$ cat src/rtl/mips_pkg.sv
// Shared MIPS datapath definitions.
//   XLEN       : datapath width
//   REG_ZERO   : architectural zero register (writes to it are discarded)
//   wb_entry_t : one pending register-file write {rd, data}
package mips_pkg;

  localparam int XLEN = 32;
  localparam logic [4:0] REG_ZERO = 5'd0;

  typedef struct packed {
    logic [4:0]      rd;
    logic [XLEN-1:0] data;
  } wb_entry_t;

endpackage

$ cat src/rtl/wb_bypass_match.sv
// Bypass lookup over the write-back queue storage.
// Searches the occupied entries (head .. head+count-1) for the newest one whose
// destination matches the query register. Register 0 never matches.
//   entries_i : queue storage (circular buffer)
//   head_i    : index of the oldest occupied entry
//   count_i   : number of occupied entries
//   q_reg_i   : queried register
//   hit_o     : a matching pending entry exists
//   data_o    : data of the newest matching entry, 0 on miss
module wb_bypass_match
  import mips_pkg::*;
#(
  parameter int DEPTH = 4,
  parameter int PW    = $clog2(DEPTH),
  parameter int CW    = $clog2(DEPTH + 1)
) (
  input  wb_entry_t          entries_i [DEPTH],
  input  logic [PW-1:0]      head_i,
  input  logic [CW-1:0]      count_i,
  input  logic [4:0]         q_reg_i,
  output logic               hit_o,
  output logic [XLEN-1:0]    data_o
);

  // Per-age match flags: offset 0 is the oldest entry (the head).
  logic [DEPTH-1:0]    match;
  logic [XLEN-1:0]     data_at [DEPTH];

  genvar gi;
  generate
    for (gi = 0; gi < DEPTH; gi++) begin : g_age
      logic [PW-1:0] idx;
      // Pointer arithmetic wraps naturally because DEPTH is a power of two.
      assign idx         = head_i + PW'(gi);
      assign match[gi]   = (CW'(gi) < count_i) &&
                           (q_reg_i != REG_ZERO) &&
                           (entries_i[idx].rd == q_reg_i);
      assign data_at[gi] = entries_i[idx].data;
    end
  endgenerate

  // Later (younger) matches overwrite earlier ones, so the newest entry wins.
  always_comb begin
    hit_o  = 1'b0;
    data_o = '0;
    for (int k = 0; k < DEPTH; k++) begin
      if (match[k]) begin
        hit_o  = 1'b1;
        data_o = data_at[k];
      end
    end
  end

endmodule

$ cat src/rtl/mips_wb_queue.sv
// Write-back queue: merges ALU and load results onto the single register-file
// write port, buffering up to DEPTH pending writes, and offers a two-port
// bypass lookup of queued values.
//   clk, rst            : clock, synchronous active-high reset
//   alu_valid/reg/data  : ALU producer, alu_ready back-pressure
//   mem_valid/reg/data  : load producer, mem_ready back-pressure
//   regWrite/W_reg/W_data : register-file write port (combinational from head)
//   q_reg1/2 -> q_hit1/2, q_data1/2 : bypass lookups
//   count, empty, full  : occupancy status
module mips_wb_queue
  import mips_pkg::*;
#(
  parameter int DEPTH = 4
) (
  input  logic                       clk,
  input  logic                       rst,
  input  logic                       alu_valid,
  input  logic [4:0]                 alu_reg,
  input  logic [XLEN-1:0]            alu_data,
  output logic                       alu_ready,
  input  logic                       mem_valid,
  input  logic [4:0]                 mem_reg,
  input  logic [XLEN-1:0]            mem_data,
  output logic                       mem_ready,
  output logic                       regWrite,
  output logic [4:0]                 W_reg,
  output logic [XLEN-1:0]            W_data,
  input  logic [4:0]                 q_reg1,
  input  logic [4:0]                 q_reg2,
  output logic                       q_hit1,
  output logic                       q_hit2,
  output logic [XLEN-1:0]            q_data1,
  output logic [XLEN-1:0]            q_data2,
  output logic [$clog2(DEPTH+1)-1:0] count,
  output logic                       empty,
  output logic                       full
);

  localparam int PW = $clog2(DEPTH);
  localparam int CW = $clog2(DEPTH + 1);
  localparam logic [CW-1:0] ALU_LIMIT = CW'(DEPTH - 1);
  localparam logic [CW-1:0] MEM_LIMIT = CW'(DEPTH - 2);
  localparam logic [CW-1:0] FULL_CNT  = CW'(DEPTH);

  wb_entry_t     entries_q [DEPTH];
  logic [PW-1:0] head_q, head_d;
  logic [PW-1:0] tail_q, tail_d;
  logic [CW-1:0] count_q, count_d;

  logic          alu_push, mem_push, pop;
  logic [PW-1:0] mem_slot;
  wb_entry_t     head_entry;

  // Ready looks only at registered occupancy. The load port keeps one extra
  // slot in reserve so a simultaneous double push can never overflow, even
  // though the same-cycle drain is not credited.
  assign alu_ready = (count_q <= ALU_LIMIT);
  assign mem_ready = (count_q <= MEM_LIMIT);

  // Register-0 transfers are accepted (handshake completes) but not stored.
  assign alu_push = alu_valid && alu_ready && (alu_reg != REG_ZERO);
  assign mem_push = mem_valid && mem_ready && (mem_reg != REG_ZERO);
  assign pop      = (count_q != '0);

  // ALU is older than mem in a double push, so mem lands one slot later.
  assign mem_slot = tail_q + PW'(alu_push);

  always_comb begin
    head_d  = head_q + PW'(pop);
    tail_d  = tail_q + PW'(alu_push) + PW'(mem_push);
    count_d = count_q + CW'(alu_push) + CW'(mem_push) - CW'(pop);
  end

  always_ff @(posedge clk) begin
    if (rst) begin
      head_q  <= '0;
      tail_q  <= '0;
      count_q <= '0;
    end else begin
      head_q  <= head_d;
      tail_q  <= tail_d;
      count_q <= count_d;
    end
  end

  // Storage needs no reset: occupancy alone decides which entries are live.
  always_ff @(posedge clk) begin
    if (!rst) begin
      if (alu_push) entries_q[tail_q]   <= '{rd: alu_reg, data: alu_data};
      if (mem_push) entries_q[mem_slot] <= '{rd: mem_reg, data: mem_data};
    end
  end

  // The register file always accepts, so the head drains every non-empty cycle.
  assign head_entry = entries_q[head_q];
  assign regWrite   = pop;
  assign W_reg      = pop ? head_entry.rd   : 5'd0;
  assign W_data     = pop ? head_entry.data : '0;

  assign count = count_q;
  assign empty = (count_q == '0);
  assign full  = (count_q == FULL_CNT);

  wb_bypass_match #(.DEPTH(DEPTH), .PW(PW), .CW(CW)) u_bypass1 (
    .entries_i (entries_q),
    .head_i    (head_q),
    .count_i   (count_q),
    .q_reg_i   (q_reg1),
    .hit_o     (q_hit1),
    .data_o    (q_data1)
  );

  wb_bypass_match #(.DEPTH(DEPTH), .PW(PW), .CW(CW)) u_bypass2 (
    .entries_i (entries_q),
    .head_i    (head_q),
    .count_i   (count_q),
    .q_reg_i   (q_reg2),
    .hit_o     (q_hit2),
    .data_o    (q_data2)
  );

endmodule

$ cat config.mk
export PLATFORM = sky130hd
export DESIGN_NAME = mips_wb_queue
export DESIGN_NICKNAME = d
export VERILOG_FILES = /design/src/rtl/mips_pkg.sv /design/src/rtl/wb_bypass_match.sv /design/src/rtl/mips_wb_queue.sv
export SDC_FILE = /design/constraint.sdc
export NUM_CORES = 1
export LEC_CHECK = 0
export ABC_CLOCK_PERIOD_IN_PS = 5540
export CAP_MARGIN = 15
export CORE_ASPECT_RATIO = 1.2
export CORE_UTILIZATION = 45
export DETAILED_ROUTE_END_ITERATION = 8
export PLACE_DENSITY = 0.66
export SLEW_MARGIN = 10
export SYNTH_ARGS = -nofsm -noshare
export SYNTH_HDL_FRONTEND = slang
export SYNTH_HIERARCHICAL = 1
export SYNTH_SLANG_ARGS = --single-unit
$ cat constraint.sdc
create_clock -name clk -period 5.54 [get_ports clk]
set_input_delay 1.385 -clock clk [delete_from_list [all_inputs] [get_ports clk]]
set_output_delay 1.385 -clock clk [all_outputs]
set_load 0.01 [all_outputs]
Yosys cells after proc, flatten, opt, wreduce, memory -nomap -nowiden:

Index checks and enable logic that the tools add are counted.

* register bits: 155
* bits of input ports: 88
* output and inout port bits: 111
* word-level logic and storage cells: 116

* add/sub/neg operators: 9
* order comparisons: 14
* equality and inequality tests: 9
* mux-type cells: 39
* bitwise logic cells: 6
* reduce and logical (&&, ||, !) cells: 28

Operators with widths (number)
* $mux W148: 3
* $mux W37: 10
* $bmux W37 S2: 4
* $bwmux W148: 2
* $mux W32: 9
* $demux W37 S2: 2
* $eq A5 B5 Y1: 8
* $logic_and A1 B1 Y1: 22
* $reduce_bool A5 Y1: 4
* $ge A3 B3 Y1 const B: 6
* $not A2 Y3: 6
* $mux W1: 8
* $add A2 B1 Y2: 3
* $add A3 B1 Y3: 2
* $le A3 B2 Y1 const B: 2
* $lt A1 B3 Y1 const A: 2
* $lt A2 B3 Y1 const A: 2
* $lt A3 B1 Y1 const B: 2
* $mux W5: 1
* $add A2 B2 Y2 const B: 2
* $eq A3 B3 Y1 const B: 1
* $logic_not A3 Y1: 1
* $reduce_bool A3 Y1: 1
* $sub A3 B1 Y3: 1
* $add A2 B1 Y2 const B: 1

Longest topological paths before layout:

* depth in word-level cells: 11
* mapped depth: 12

Modules after synthesis:

The synthesis kept the hierarchy.

By module, submodules not included
* mips_wb_queue: times used 1, cells an instance 1017, area each 10029.6 um2, sequential area each 4584.4 um2
* wb_bypass_match: times used 2, cells an instance 510, area each 4420.5 um2, sequential area each 0.0 um2

Worst setup path before layout:

No wires, ideal clock.

* kind: input to register
* from: input port rst
* to: register entries_q[0] (netlist bit), enable pin
* setup time: 0.500 ns
* arrival: 4.241 ns
* required time: 5.040 ns
* path slack: 0.799 ns
* stages on the path: 1
* path buffers: 0
* cells stage by stage: inv_1

RTL lines
* start: declaration: RTL line mips_wb_queue.sv:16 `input logic rst,`
* end signal: indexed assignment: RTL line mips_wb_queue.sv:89 `if (alu_push) entries_q[tail_q] <= '{rd: alu_reg, data: alu_data};`
* end signal: indexed assignment: RTL line mips_wb_queue.sv:90 `if (mem_push) entries_q[mem_slot] <= '{rd: mem_reg, data: mem_data};`
* end: declaration: RTL line mips_wb_queue.sv:45 `wb_entry_t entries_q [DEPTH];`

No word-level cell between the ends.

Worst setup path after layout:

* from: input port q_reg1[4]
* to: output port q_data1[22]

* cells in the longest elaborated chain, start to end: 7
* elaborated cells between the ends (all ways): 17
* classes of those cells: 4 x eq/ne; 4 x mux; 9 x reduce/logical

RTL lines
* start: declaration: RTL line mips_wb_queue.sv:28 `input logic [4:0] q_reg1,`
* $reduce_bool A5 Y1: RTL line wb_bypass_match.sv:36 `(q_reg_i != REG_ZERO) &&`
* $logic_and A1 B1 Y1: RTL line wb_bypass_match.sv:35 `assign match[gi] = (CW'(gi) < count_i) &&`
* $logic_and A1 B1 Y1: RTL line wb_bypass_match.sv:36
* $mux W32 (3 in series): RTL line wb_bypass_match.sv:47 `if (match[k]) begin`
* $mux W32 (*): RTL line wb_bypass_match.sv:47
* end: declaration: RTL line mips_wb_queue.sv:32 `output logic [XLEN-1:0] q_data1,`

Every way passes the cells marked *; elsewhere a longest branch is shown, timed or not.

==> flow_summary.rst <==
.. list-table::
   :header-rows: 1

   * - Metric
     - Value
   * - Status
     - complete, but fails checks
   * - Failing checks
     - negative setup slack
   * - GRT Resource Usage Total
     - 0.339
   * - MaxCap Viol Count
     - 0
   * - Most frequent cells in the layout
     - mux2i_1, mux2_2, o21ai_0
   * - Warnings from Yosys
     - 6
   * - Tightest slew margin relative to the limit
     - 0.272
   * - Arrival time reported for the critical path endpoint
     - approximately 4.2 ns
   * - Wire length of the first global-routing pass
     - between 100000 and 150000 microns
   * - Average detailed-routed wire length per instance
     - roughly 28 microns
   * - TritonCTS clock tree
     - done
   * - Number of optimization iterations in the first detailed-route pass
     - 6
   * - Proportion of netlist area held by the largest area contributor
     - 0.236
   * - Largest voltage drop on the vdd net
     - slightly below 0.4 mV
   * - Power Dens Cells
     - slightly below 600 mW/mm^2
   * - # DRC
     - 0
   * - Gate count after technology mapping
     - ~2000
   * - Setup violations, final
     - 3
   * - Post-layout total power
     - ~13 mW
   * - Count of input and output buffers
     - around 200
   * - Average vias per placed instance
     - roughly 7.3
   * - I/O pin total
     - 199
   * - CTS clk-pin slew, worst paths
     - ~0.06 ns
   * - Number of levels in the clock H-tree
     - 4
   * - Core region area
     - a little over 0.04 sq mm
   * - Number of enable-type register cells in the synthesized netlist
     - 148
   * - Worst skew pair latency
     - 0.43 ns
   * - Post-route worst hold slack
     - 0.833 ns
   * - Pin count of the biggest net entering global routing
     - roughly 200
   * - Initial Utilization
     - 0.460
   * - Area growth, synth to finish
     - 19.0%
   * - Crit-path max FO
     - 14
   * - Layout cells sized above 1
     - 0.227
   * - Share of async-settable or async-resettable flops after synthesis
     - 0
   * - Post-route minimum period
     - around 5.6 ns
   * - Clock sink count
     - roughly 160
   * - Post-layout nets
     - around 2200
   * - Cell area after technology mapping
     - 0.0189 sq mm
   * - Number of global-route vias before repair
     - 17700
   * - Final Cycle Share
     - 1.01
   * - Required time of the critical path
     - 4.16 ns
   * - Number of buffers between clock root and the deepest sink
     - 2
   * - Final Routed Wirelength
     - roughly 75000 microns
   * - Worst min-delay path category
     - reg2reg
   * - Total grt overflow
     - 0
   * - Remaining number of nets flagged by the antenna check after routing
     - 0
   * - Pins over their slew limit
     - 0
   * - Placer Congestion
     - 0.960
   * - Leakage power summed over all cells
     - 7.19 nW
   * - Antenna violations before repair
     - 0
   * - Category of the most critical setup path
     - in2out
   * - Setup WS post-layout
     - -0.0457 ns
   * - Unrepaired setup endpoints after global routing
     - true
   * - Mean instance size in the synthesized netlist
     - about 9.3 sq um
   * - Layout filler cell count
     - around 3600
   * - Transition time of the tightest slew-check pin
     - 1.09 ns
   * - Total Die Area
     - approximately 0.043 sq mm
   * - Die boundary width
     - roughly 190 microns
   * - Largest cells by area after synthesis
     - edfxtp_1, mux2_2, mux2i_1
   * - Synth area leader
     - edfxtp_1
   * - CTS root buffer
     - clkbuf_16
   * - Worst slack after detailed placement
     - -0.286 ns
   * - Portion of the post-synthesis area used by sequential elements
     - 0.243
   * - Count of standard-cell rows
     - between 80 and 90
   * - Post-route setup TNS
     - -0.0505 ns
   * - Most common cell after layout, fill and taps aside
     - mux2i_1
   * - Commonest register cell after synthesis
     - edfxtp_1
   * - Unique cell type count in the Yosys netlist
     - 56
   * - Number of buffers created by CTS
     - 17
   * - Post-synth net total
     - 2133
   * - Crit path capture type
     - output pin
   * - Y dimension of the die
     - ~230 microns
   * - F_max
     - approximately 180 MHz
   * - Final hold violation count
     - 0
   * - Starting DRC count in detailed routing
     - 3375
   * - Critical path launch point type
     - primary input
   * - Flip-flop and latch count after synthesis
     - ~160
   * - Post-detailed-placement half-perimeter wirelength
     - between 40000 and 50000 microns
   * - Routed via count
     - roughly 20000
   * - Clock skew
     - between 0.007 and 0.008 ns
   * - Antenna diode instance count
     - 0
   * - Post-cts hold buffer count
     - 0
-- critical path, cell delays in order --
cell	delay (ns)
clkdlybuf4s50_1	0.48
nor4_1	0.06
buf_4	0.15
a211oi_4	0.26
o2111ai_2	0.17
a21oi_4	0.18
buf_12	0.14
buf_12	0.18
mux2i_1	0.09
mux2_2	0.28
o2bb2ai_2	0.23
clkdlybuf4s50_1	0.58
-- state kept, by name (all words and copies together) (netlist names) --
signal / count
count: 3
tail_q: 2
head_q: 2
entries_q: 148
-- through the flow --
stage / instances / utilization / cell area [sq um]
floorplan: 2037 / - / 18900
global placement: 2635 / 0.525 / 21600
detailed placement: 2635 / 0.525 / 21600
CTS: 2674 / 0.546 / 22400
global route: 2674 / 0.547 / 22500
finish: 2674 / 0.547 / 22500
-- final timing paths --
kind	startpoint	slack, ns	cells past startpoint	to
worst max-delay path	q_reg1[4]	-0.05	12	q_data1[22]
worst min-delay path	entries_q[93]	0.83	2	entries_q[93]
worst max register to register	count[2]	1.95	11	entries_q[18]
worst min register to register	entries_q[93]	0.83	2	entries_q[93]
-- where the power goes --
group | internal (mW) | leakage [nW] | total (mW) | switching (mW)
combinational | 4.23 | 5.40 | 8.91 | 4.68
clock | 0.747 | 0.286 | 1.23 | 0.485
sequential | 1.88 | 1.51 | 2.87 | 0.986
total | 6.86 | 7.19 | 13.0 | 6.15
-- metal layers --
layer  track usage  wire [microns]  up-vias
li1              -               -     8403
met1         0.496           30400     9516
met2         0.502           33200     1545
met3        0.0543            9370      152
met4         0.115            2310        0
met5             0               0        -
-- repair_timing --
action                                  CTS  global route
pin swaps                                13             6
hold endpoints to repair                  0             0
cloned                                    3             0
gates resized for setup                  73            19
setup buffers                             4             0
endpoints found under the setup margin   61            31
-- Yosys cell counts, types with 53 or more instances --
library cell and count:
mux4_2 53, nand3_1 133, mux2_2 192, o21ai_0 189, nor4_1 150, a31oi_1 148, o2bb2ai_1 62, clkbuf_1 168
mux2i_1 210, a221o_1 82, a21oi_1 76, edfxtp_1 148
-- logic make-up (layout without fill, tap and decap cells) --
group / count (synthesis) / after routing / synth area share
simple gates: 453 / 453 / 0.136
compound gates: 643 / 643 / 0.231
fa+ha+maj: 8 / 8 / 0.00610
flops: 155 / 155 / 0.243
buf+inv: 273 / 371 / 0.0693
mux: 455 / 455 / 0.289
xor+xnor: 50 / 50 / 0.0252
-- area by class of cell --
class                           count  area (sq um)  share of cell area
Multi-Input combinational cell   1609         13200               0.588
Inverter                           15          61.3             0.00273
Clock inverter                     14           176             0.00785
Tap cell                          539           674              0.0300
Clock buffer                       18           429              0.0191
Timing Repair Buffer              324          3320               0.148
Sequential cell                   155          4590               0.204
Note: power is estimated with default switching activity, not from simulation.
